--- config.mk ---
export PLATFORM = sky130hd
export DESIGN_NAME = leds_show
export DESIGN_NICKNAME = d
export VERILOG_FILES = /design/src/rtl/leds_show_pkg.sv /design/src/rtl/leds_show_debounce.sv /design/src/rtl/leds_show.sv
export SDC_FILE = /design/constraint.sdc
export NUM_CORES = 1
export LEC_CHECK = 0
export CAP_MARGIN = 10
export CORE_AREA = 3 3 40 42
export CTS_BUF_LIST = sky130_fd_sc_hd__clkbuf_2 sky130_fd_sc_hd__clkbuf_4 sky130_fd_sc_hd__clkbuf_8
export CTS_CLUSTER_SIZE = 25
export DETAILED_ROUTE_END_ITERATION = 10
export DIE_AREA = 0 0 43 45
export GPL_ROUTABILITY_DRIVEN = 0
export PLACE_DENSITY = 0.33
export SYNTH_ARGS = -nofsm -noshare
export SYNTH_HDL_FRONTEND = slang
export SYNTH_SLANG_ARGS = --single-unit
--- constraint.sdc ---
create_clock -name clk -period 3.18 [get_ports clk]
set_clock_uncertainty 0.15 [all_clocks]
set_input_delay 0.636 -clock clk [delete_from_list [all_inputs] [get_ports clk]]
set_output_delay 0.636 -clock clk [all_outputs]
set_load 0.03 [all_outputs]
--- src/rtl/leds_show_pkg.sv ---
// Shared constants and width helper for the leds_show push-button/LED block.
package leds_show_pkg;

  localparam int DEBOUNCE_CYCLES_DEF   = 4;
  localparam int BLINK_HALF_PERIOD_DEF = 8;

  // Bits needed to hold a counter with n_states distinct values (minimum 1).
  function automatic int cnt_width(input int n_states);
    return (n_states <= 2) ? 1 : $clog2(n_states);
  endfunction

endpackage

--- src/rtl/leds_show_debounce.sv ---
// Two-flop synchronizer plus mismatch-run debouncer for the raw push-button level.
module leds_show_debounce
  import leds_show_pkg::*;
#(
  parameter int DEBOUNCE_CYCLES = DEBOUNCE_CYCLES_DEF
) (
  input  logic i_clk,
  input  logic i_rst_n,
  input  logic i_button,
  output logic o_db,
  output logic o_db_rise
);

  localparam int              CW       = cnt_width(DEBOUNCE_CYCLES + 1);
  localparam logic [CW-1:0]   CNT_LAST = CW'(DEBOUNCE_CYCLES - 1);

  logic          r_sync1;
  logic          r_sync2;
  logic          r_db;
  logic [CW-1:0] r_cnt;
  logic          w_accept;

  assign w_accept = (r_sync2 != r_db) && (r_cnt == CNT_LAST);

  always_ff @(posedge i_clk or negedge i_rst_n) begin
    if (!i_rst_n) begin
      r_sync1 <= 1'b0;
      r_sync2 <= 1'b0;
      r_db    <= 1'b0;
      r_cnt   <= '0;
    end else begin
      r_sync1 <= i_button;
      r_sync2 <= r_sync1;
      if (r_sync2 == r_db) begin
        r_cnt <= '0;
      end else if (w_accept) begin
        r_db  <= r_sync2;
        r_cnt <= '0;
      end else begin
        r_cnt <= r_cnt + 1'b1;
      end
    end
  end

  assign o_db = r_db;
  // High in the cycle before db goes 0->1, so blink phase can rise on the same edge.
  assign o_db_rise = w_accept & r_sync2;

endmodule

--- src/rtl/leds_show.sv ---
// Button-to-LED top: debounced level drives led; LEDS_SHOW_BLINK_EN adds a blink
// while the button is held.
module leds_show
  import leds_show_pkg::*;
#(
  parameter int DEBOUNCE_CYCLES   = DEBOUNCE_CYCLES_DEF,
  parameter int BLINK_HALF_PERIOD = BLINK_HALF_PERIOD_DEF
) (
  input  logic clk,
  input  logic rst_n,
  input  logic pushButton,
  output logic led
);

  logic w_db;
  logic w_db_rise;

  leds_show_debounce #(
    .DEBOUNCE_CYCLES(DEBOUNCE_CYCLES)
  ) u_debounce (
    .i_clk    (clk),
    .i_rst_n  (rst_n),
    .i_button (pushButton),
    .o_db     (w_db),
    .o_db_rise(w_db_rise)
  );

`ifdef LEDS_SHOW_BLINK_EN
  localparam int            BW        = cnt_width(BLINK_HALF_PERIOD);
  localparam logic [BW-1:0] BCNT_LAST = BW'(BLINK_HALF_PERIOD - 1);

  logic          r_phase;
  logic [BW-1:0] r_bcnt;

  always_ff @(posedge clk or negedge rst_n) begin
    if (!rst_n) begin
      r_phase <= 1'b0;
      r_bcnt  <= '0;
    end else if (!w_db) begin
      r_phase <= w_db_rise;
      r_bcnt  <= '0;
    end else if (r_bcnt == BCNT_LAST) begin
      r_phase <= ~r_phase;
      r_bcnt  <= '0;
    end else begin
      r_bcnt <= r_bcnt + 1'b1;
    end
  end

  assign led = w_db & r_phase;
`else
  logic w_unused_blink;
  assign w_unused_blink = w_db_rise | (BLINK_HALF_PERIOD < 1);
  assign led = w_db;
`endif

endmodule

* Word-level counts from Yosys, hierarchy flattened
Index checks and enable logic that the tools add are counted.
** Word-level totals
- Register bits after elaboration :: 6
- Bits in latches :: 0
- Bits in writable memories :: 0
- Bits in read-only memories :: 0
- Input port bits :: 3
- Output and inout port bits :: 1
- Word-level logic and storage cells :: 13
- Memories kept :: 0
** Operators by class
- $add $sub $neg :: 1
- $mul :: 0
- Divide/modulo/power cells :: 0
- Magnitude comparators :: 0
- Eq/ne operators :: 3
- Shift operators :: 0
- Mux-type cells :: 2
- Bitwise gates (word level) :: 1
- Reductions and logical operators :: 2
** Operators by type and width (count)
- $mux 3 :: 2
- $add 3x1->3 const B :: 1
- $eq 3x2->1 const B :: 1
- $reduce_and 2->1 :: 1
- $eq 1x1->1 :: 1
- $logic_and 1x1->1 :: 1
- $ne 1x1->1 :: 1
- $not 1->1 :: 1

* Logic depth before layout (Yosys ltp)
- Word-level depth :: 4
- Gate-level depth with buffers :: 3
- Mapped depth without buffers :: 3

* Worst setup path before layout
Ideal clock, no wire load.
- Kind :: reg2out
- Start :: reg u_debounce.r_db, in the netlist u_debounce.o_db
- End :: out led
- Data arrival time :: 0.509 ns
- Required time :: 2.394 ns
- Setup slack :: 1.885 ns
- Cell stages (with the launch flop) :: 1
- Buffers on the path :: 0
- Cells stage by stage :: dfrtp_1
** RTL lines
- start: declaration :: RTL line leds_show_debounce.sv:19 : logic r_db;
- start signal: assignment :: RTL line leds_show_debounce.sv:37 : r_db <= r_sync2;
- end: declaration :: RTL line leds_show.sv:12 : output logic led
No word-level cell between the ends.

* Worst setup path after layout
- Start :: reg u_debounce.r_db, in the netlist u_debounce.o_db
- End :: out led
No word-level cell between the ends.

==> impl_results.md <==
- Clock buffer count from CTS: 3
- Hold Path Stages: 0
- Final Max Tran Viols: 0
- H-Tree Depth: 1
- Vias per cell: between 3 and 4
- Share of cells above drive strength 1: 0.368
- DRC: 0
- CP Buf/Inv Count: 1
- Port bufs: 3
- Post-Syn Area: 229 um2
- Max Cap Violations: 0
- Clock slew at reported path FFs: approximately 0.040 ns
- Top cells by area, synth: dfrtp_1, mux2_4, nor2b_4, ha_1, nor3b_2
- Initial Util: 0.178
- WP depth: 1
- Cell Pwr Density: 847 nW/um2
- Pleak: 0.131 nW
- R2R cell count: 3
- Post_cts resized: 0
- Hold Vio Cnt, Final: 0
- Routed WL per cell: 9.29 um
- Die area: slightly below 2000 um2
- Final WL: approximately 320 um
- Yosys warnings: 0
- Fin nets: 25
- Vias in the first global route: between 100 and 150
- Avg Cell Area, Syn: 17.6 um2
- CP peak stage delay: between 0.6 and 0.7 ns
- Final setup viols: 0
- Die height: around 45 um
- Post-CTS Setup Bufs: 0
- Congestion Overflow GR: 0
- Tmin final: 2.07 ns
- DRT iter0 DRCs: 0
- CTS tree: done
- Filler instances: 140
- Row count: 13
- Critical path class: reg2out
- Clk_lat worst skew: about 0.24 ns
- Overall power: roughly 0.25 mW
- Worst path cell trace: clkdlybuf4s50_1
- Largest net degree at the start of global routing: 7
- Layout area overhead: 31.1%
- Post-synth top flop: dfrtp_1
- Clk root buf: clkbuf_4
- Post-Syn Instances: 13
- Synthesized flop and latch total: 6
- Unrepaired setup endpoints after global routing: false
- Asr flop ratio synth: 1.00
- Period utilization: 0.652
- Syn nets: 17
- DP Cell Count: 31
- TNS Setup: 0 ns
- Worst-Margin Slew: approximately 0.36 ns
- Core area: between 1000 and 1500 um2
- Ant. Diodes: 0
- Req. time, crit path: 2.39 ns
- Slowest cell on crit path: clkdlybuf4s50_1
- Layout Cells excl Fill: 34
- Place WS: around 1.3 ns
- Share of the synthesized area in the top cell type: 0.656
- EDFF count, synth: 0
- Synth area leader: dfrtp_1
- CP startpoint kind: flip-flop
- Maximum clock insertion buffer count: 2
- Initial antenna violation count: 0
- Outcome: complete, no violations
- Horiz. Die Dim: between 40 and 50 um
- Worst Hold Class: reg2reg
- Total track usage: 0.0471
- Max_slew headroom: 0.757
- Hold buffers post-CTS: 0
- Crit end category: output pin
- Number of clock sinks: 6
- Setup ws final: approximately 1.1 ns
- FMAX: slightly below 500 MHz
- CP Max Fanout: 3
- Register area share after synthesis: 0.656
- IO Count: 4
- ANT nets after route: 0
- First-pass GRT wire length: between 500 and 600 um
- Peak supply drop: 0.255 mV
- Synth cell types: 8
- Total vias in the final route: approximately 120
- First-pass DRT Iterations: 1
- Most numerous cell in the Yosys netlist: dfrtp_1
- Delay-heaviest family, CP: buffers and inverters
- Worst Path Arrival: around 1.3 ns
final timing paths:
| kind | startpoint | endpoint | slack [ns] |
|---|---|---|---|
| setup / recovery | u_debounce.o_db | led | 1.11 |
| hold / removal | u_debounce.r_sync1 | u_debounce.r_sync2 | 0.20 |
| setup reg to reg | u_debounce.r_cnt[0] | u_debounce.o_db | 1.86 |
| hold reg to reg | u_debounce.r_sync1 | u_debounce.r_sync2 | 0.20 |
| max in group asynchronous | rst_n | u_debounce.o_db | 2.19 |
| min in group asynchronous | rst_n | u_debounce.r_cnt[1] | 0.48 |
worst register-to-register path, delay by kind of cell, from the launching register on:
| family | cells | cell delay, ns |
|---|---|---|
| multiplexers | 1 | 0.29 |
| AND/OR/NAND/NOR | 1 | 0.14 |
| adder cells (fa/ha/maj) | 1 | 0.23 |
| flip-flops | 1 | 0.38 |
cell families after synthesis:
kind of cell / Yosys count / share of synthesized area
xor+xnor: 1 / 0.0383
fa+ha+maj: 1 / 0.0546
flops: 6 / 0.656
mux: 1 / 0.0656
simple gates: 4 / 0.186
stage by stage:
| step | utilization | hold WS [ns] | instance area (um2) |
|---|---|---|---|
| after detailed placement | 0.216 | 0.187 | 278 |
| after floorplan | - | 0.181 | 229 |
| final | 0.234 | 0.199 | 300 |
| after global routing | 0.234 | 0.212 | 300 |
| after global placement | 0.216 | 0.192 | 278 |
| after CTS | 0.234 | 0.196 | 300 |
layer usage:
| metal | track usage | up-vias | wire length, um |
|---|---|---|---|
| met4 | 0.0361 | 0 | 0 |
| met3 | 0.0518 | 0 | 28 |
| met1 | 0.0520 | 60 | 144 |
| met5 | 0 | - | 0 |
| li1 | - | 56 | - |
| met2 | 0.0479 | 3 | 143 |
area by class of cell:
cell class                 count  area, um2  area share
tap                           15       18.8      0.0625
timing repair buffer           3       30.0       0.100
multi-input combinational      7       78.8       0.262
sequential                     6        150       0.500
clock buffer                   3       22.5      0.0750
power breakdown:
group          internal (mW)  switching, mW  leakage (nW)
sequential            0.0949         0.0111        0.0750
combinational         0.0425         0.0378        0.0423
clock                 0.0426         0.0255        0.0138
total                  0.180         0.0744         0.131
cells in the final DEF, fill, tap and decap left out:
cell type,n
clkbuf_4,3
nor3_2,1
ha_1,1
clkdlybuf4s50_1,3
dfrtp_1,6
xnor2_1,1
nor3b_2,1
nor2b_1,1
mux2_4,1
nor2b_4,1
state kept, by name, indices dropped and copies added, names as in the netlist:
| name | flops |
|---|---|
| u_debounce.r_cnt | 3 |
| u_debounce.o_db | 1 |
| u_debounce.r_sync1 | 1 |
| u_debounce.r_sync2 | 1 |
No activity file was read; power rests on OpenSTA's default activity.
==> edit 1, RTL diff (same flow settings) <==
The package constant `DEBOUNCE_CYCLES_DEF` goes from 4 to 8.
--- a/src/rtl/leds_show_pkg.sv
+++ b/src/rtl/leds_show_pkg.sv
@@ -1,7 +1,7 @@
 // Shared constants and width helper for the leds_show push-button/LED block.
 package leds_show_pkg;
 
-  localparam int DEBOUNCE_CYCLES_DEF   = 4;
+  localparam int DEBOUNCE_CYCLES_DEF   = 8;
   localparam int BLINK_HALF_PERIOD_DEF = 8;
 
   // Bits needed to hold a counter with n_states distinct values (minimum 1).
Function: changed (a bounded check fails within 10 cycles, from zero or initial values and one cycle with rst_n low).
==> edit 1 against the unedited design <==
Final cell count rose by 21%; power rose by 17%; wire length rose by 33%; count of clock-buffer cells in the layout rose by 1; sequential cell count rose by 1; synthesized area rose by 25%; critical path depth did not move; maximum frequency fell by 0.72%; setup slack got worse by 0.015 ns; first-iteration DRC count rose by 4; final area rose by 21%; critical path type unchanged; largest cell class unchanged.
==> edit 1: results (changes against the unedited design) <==
Outcome
  – Status: completed

Setup path
  – CP arrival: 1.30 ns
  – R2R Path End: u_debounce.o_db
  – Worst Path Max Fanout: 3 (unchanged)
  – Slowest Stage Delay on Critical Path: 0.68 ns (about the same)
  – Worst R2R Setup Slack: 1.80 ns (-0.06 ns)
  – Slowest cell on the critical path: clkdlybuf4s50_1
  – Delay-heaviest family, CP: buffers and inverters
  – Worst R2R Start: u_debounce.r_cnt[0]
  – R2r worst-path depth: 3 (unchanged)

Global route
  – Largest net degree at the start of global routing: 8 (+1)
  – Met3 Use GR: 0.03984 (-0.01195)
  – GR Layer Usage met2: 0.05389 (+0.005988)
  – Met1 Use GR: 0.06404 (+0.01206)
  – First-pass GRT wire length: 641 um (+15%)
  – Total GRT Usage: 0.05285 (+0.005794)
  – Number of global-route vias before repair: 148 (+17%)

Timing
  – # setup viols final: 0 (unchanged)
  – Slew margin rel.: 0.6784 (-0.07839)

Yosys
  – Synth Flop Type: dfrtp_1
  – Synth area leaders: dfrtp_1 (61%), xnor2_1 (6.1%), mux2_4 (5.3%)
  – Ys async rst share: 1.000 (unchanged)
  – Synth unique cells: 12 (+4)
  – Yosys warning count: 0 (unchanged)
  – Register area share after synthesis: 0.6140 (-0.04170)
  – Synth Net Count: 23 (+6)

Finish
  – Share of layout cells above drive strength 1: 0.3077 (-0.06073)
  – Final #Nets: 31 (+24%)
  – Most flop-heavy register: u_debounce.r_cnt
  – Max FFs per register: 4 (+1)

Pwr
  – Lkg Pwr: 0.1568 nW (+20%)
  – Peak supply drop: 0.2517 mV (-1.2%)

Clock network
  – Clk buf depth: 2 (unchanged)
  – Post-CTS Setup Inserts: 0 (unchanged)
  – Clock latency on the worst-skew pair: 0.25 ns
  – Clk slew on worst S/H paths: 0.05 ns

Routing
  – DR top layer: met4
  – Vias per cell: 3.902 (+11%)
  – Final wirelength: 419 um (+33%)
  – Initial DRC count: 4 (+4)
  – Wl on met1: 222 um (+54%)
  – Met2 Wirelength: 151 um (+5.6%)
  – First-pass iteration count of the detailed router: 4 (+3)
  – WL met3: 34 um (+21%)

Place
  – Port Buffer Count: 3 (unchanged)
  – Cell Area, Placed: 334.1 um^2 (+20%)

Min path
  – Worst Hold Class: register to register
[edit 1: cell types whose count changed after synthesis, sizes merged]
cell / change
a211oi: +1
and4: +1
dfrtp: +1
inv: +1
nand3b: +1
nand4b: +1
nor2: +1
nor2b: -1
nor3: -1
xnor2: +1
[edit 1: how the worst min path moves through the flow]
stage                                   from            endpoint  slack, ns
after floorplan           u_debounce.r_sync1  u_debounce.r_sync2       0.18
after global placement    u_debounce.r_sync1  u_debounce.r_sync2       0.19
after detailed placement  u_debounce.r_sync1  u_debounce.r_sync2       0.19
after CTS                 u_debounce.r_sync1  u_debounce.r_sync2       0.20
after global routing      u_debounce.r_sync1  u_debounce.r_sync2       0.20
final                     u_debounce.r_sync1  u_debounce.r_sync2       0.20
[edit 1: through the flow]
stage	instances	worst slack, ns
final	41	1.091
after global routing	41	1.037
after CTS	41	1.075
after detailed placement	37	1.348
after global placement	37	1.365
after floorplan	19	1.883
[edit 1: area by class of cell]
cell class | instances | area (um^2)
Tap cell | 15 | 18.77
Inverter | 1 | 3.754
Clock buffer | 4 | 30.03
Timing Repair Buffer | 3 | 30.03
Fill cell | 130 | 920.9
Multi-Input combinational cell | 11 | 106.4
Sequential cell | 7 | 175.2
[edit 1: cell families after synthesis]
| family | synth area share |
|---|---|
| flops | 0.6140 |
| simple gates | 0.1711 |
| xor+xnor | 0.06141 |
| compound gates | 0.04385 |
| buf+inv | 0.01315 |
| mux | 0.05262 |
| fa+ha+maj | 0.04385 |
[edit 1: report_power, final]
group	leakage [nW]	internal (mW)	total, mW	switching (mW)
clock	0.0184	0.0563	0.0870	0.0307
sequential	0.0903	0.111	0.133	0.0220
combinational	0.0481	0.0405	0.0768	0.0363
==> edit 2, RTL diff (config.mk and constraints unchanged) <==
Without the edit above. Put a register stage on the output `led`, without a reset. The value now appears one clock later.
--- a/src/rtl/leds_show.sv
+++ b/src/rtl/leds_show.sv
@@ -51,7 +51,9 @@
 `else
   logic w_unused_blink;
   assign w_unused_blink = w_db_rise | (BLINK_HALF_PERIOD < 1);
-  assign led = w_db;
+  always_ff @(posedge clk) begin
+      led <= w_db;
+  end
 `endif
 
 endmodule
Check against the original RTL: not equivalent (Yosys sat finds a counterexample within 10 cycles, from zero or initial values and one cycle with rst_n low).
==> edit 2 against the unedited design <==
Power rose by 15%; synthesized area rose by 8.7%; setup slack improved by 0.090 ns; global-route usage rose by 0.91 points; via count rose by 5.0%; wire length rose by 3.5%; final area rose by 9.2%; sequential cell count rose by 1; count of clock-buffer cells in the layout rose by 1; critical path type unchanged.
==> edit 2: results (changes against the unedited design) <==
Clock network
  – Clk slew on worst S/H paths: 0.05 ns
  – Clock latency on the worst-skew pair: 0.24 ns (about the same)
  – Clk buf depth: 2 (unchanged)
  – H-tree depth: 1 (unchanged)
  – Root buffer cell: clkbuf_4
  – CTS Buf Count: 3 (unchanged)

Yosys
  – Synth unique cells: 9 (+1)
  – Yosys warning count: 0 (unchanged)
  – Synth Area in XOR/XNOR: 0.03518 (-0.003075)
  – Post-Synth Adder-Cell Area: 0.05025 (-0.004394)
  – Ys async rst share: 0.8571 (-0.1429)
  – Cell count after synthesis: 14 (+1)
  – Synth area leaders: dfrtp_1 (60%), dfxtp_1 (8.0%), mux2_4 (6.0%)
  – Post-synthesis mux area share: 0.06030 (-0.005272)
  – Synth Flop Type: dfrtp_1
  – Register area share after synthesis: 0.6834 (+0.02768)
  – Synth Net Count: 18 (+1)

Timing
  – WHS: 0.1953 ns (-0.003649 ns)
  – Final Worst Setup Slack: 1.196 ns (+0.09042 ns)
  – Worst-Margin Slew: 0.3737 ns (+0.01137 ns)

Pwr
  – Lkg Pwr: 0.1441 nW (+9.9%)
  – Internal power consumption: 212.8 uW (+18%)
  – Peak supply drop: 0.2794 mV (+9.7%)
  – PwrDens: 890.8 nW/um^2 (+5.2%)

Place
  – Place WS: 1.452 ns (+0.1036 ns)
  – Dpl cells: 32 (+3.2%)
  – Cell Area, Placed: 297.8 um^2 (+7.2%)

Finish
  – Multi-input gate area: 78.83 um^2 (unchanged)
  – Final #Nets: 26 (+4.0%)
  – Share of layout cells above drive strength 1: 0.3810 (+0.01253)
  – Fillcell total: 136 (-2.9%)
  – Max FFs per register: 3 (unchanged)
  – # diodes: 0 (unchanged)

Setup path
  – R2R Path End: u_debounce.o_db
  – Slowest Stage Delay on Critical Path: 0.66 ns (-0.02 ns)
  – Worst R2R Setup Slack: 1.87 ns
  – Worst Path Max Fanout: 1 (-2)
  – CP arrival: 1.20 ns (-0.09 ns)
  – Slowest cell on the critical path: clkdlybuf4s50_1
  – R2r worst-path depth: 3 (unchanged)

Global route
  – Initial antenna violation count: 0 (unchanged)
  – First-pass GRT wire length: 641 um (+15%)
  – Largest net degree at the start of global routing: 7 (unchanged)
  – Number of global-route vias before repair: 154 (+21%)
  – Total GRT Usage: 0.05611 (+0.009055)

Routing
  – Via Count: 125 (+5.0%)
  – WL per Instance: 9.083 um (-2.3%)
  – Final wirelength: 327 um (+3.5%)
  – First-pass iteration count of the detailed router: 2 (+1)
  – Initial DRC count: 1 (+1)

Min path
  – Worst Hold Class: register to register
  – Worst hold endpoint: u_debounce.r_sync2

Outcome
  – Status: completed
-- edit 2: area by class of cell --
| class | instances | area share |
|---|---|---|
| Timing Repair Buffer | 3 | 0.09160 |
| Sequential cell | 7 | 0.5191 |
| Tap cell | 15 | 0.05725 |
| Multi-Input combinational cell | 7 | 0.2405 |
| Clock buffer | 4 | 0.09160 |
-- edit 2: power by group through the flow --
| stage | logic [mW] | clock network (mW) | registers [mW] |
|---|---|---|---|
| finish | 0.0793 | 0.0852 | 0.127 |
| global route | 0.0872 | 0.103 | 0.130 |
| CTS | 0.0815 | 0.0915 | 0.128 |
| detailed placement | 0.0811 | 0 | 0.129 |
| global placement | 0.0797 | 0 | 0.127 |
| floorplan | 0.0436 | 0 | 0.140 |
-- edit 2: cell families (layout without fill, tap and decap cells) --
| kind of cell | after synthesis | after routing |
|---|---|---|
| flip-flops | 7 | 7 |
| multiplexers | 1 | 1 |
| buffers and inverters | 0 | 7 |
| XOR/XNOR | 1 | 1 |
| AND/OR/NAND/NOR | 4 | 4 |
| adder cells (fa/ha/maj) | 1 | 1 |
-- edit 2: worst max path at each step --
stage                   startpoint         endpoint  cells after the start
2_1_floorplan  u_debounce.r_cnt[0]  u_debounce.o_db                      3
3_3_place_gp                   led              led                      1
3_5_place_dp                   led              led                      1
4_1_cts                        led              led                      1
5_1_grt                        led              led                      1
6_report                       led              led                      1
-- edit 2: routing by layer --
metal	routed length, um	GRT usage
met2	138	0.07186
met1	141	0.03922
met5	0	0
met4	9	0.05422
met3	39	0.07171
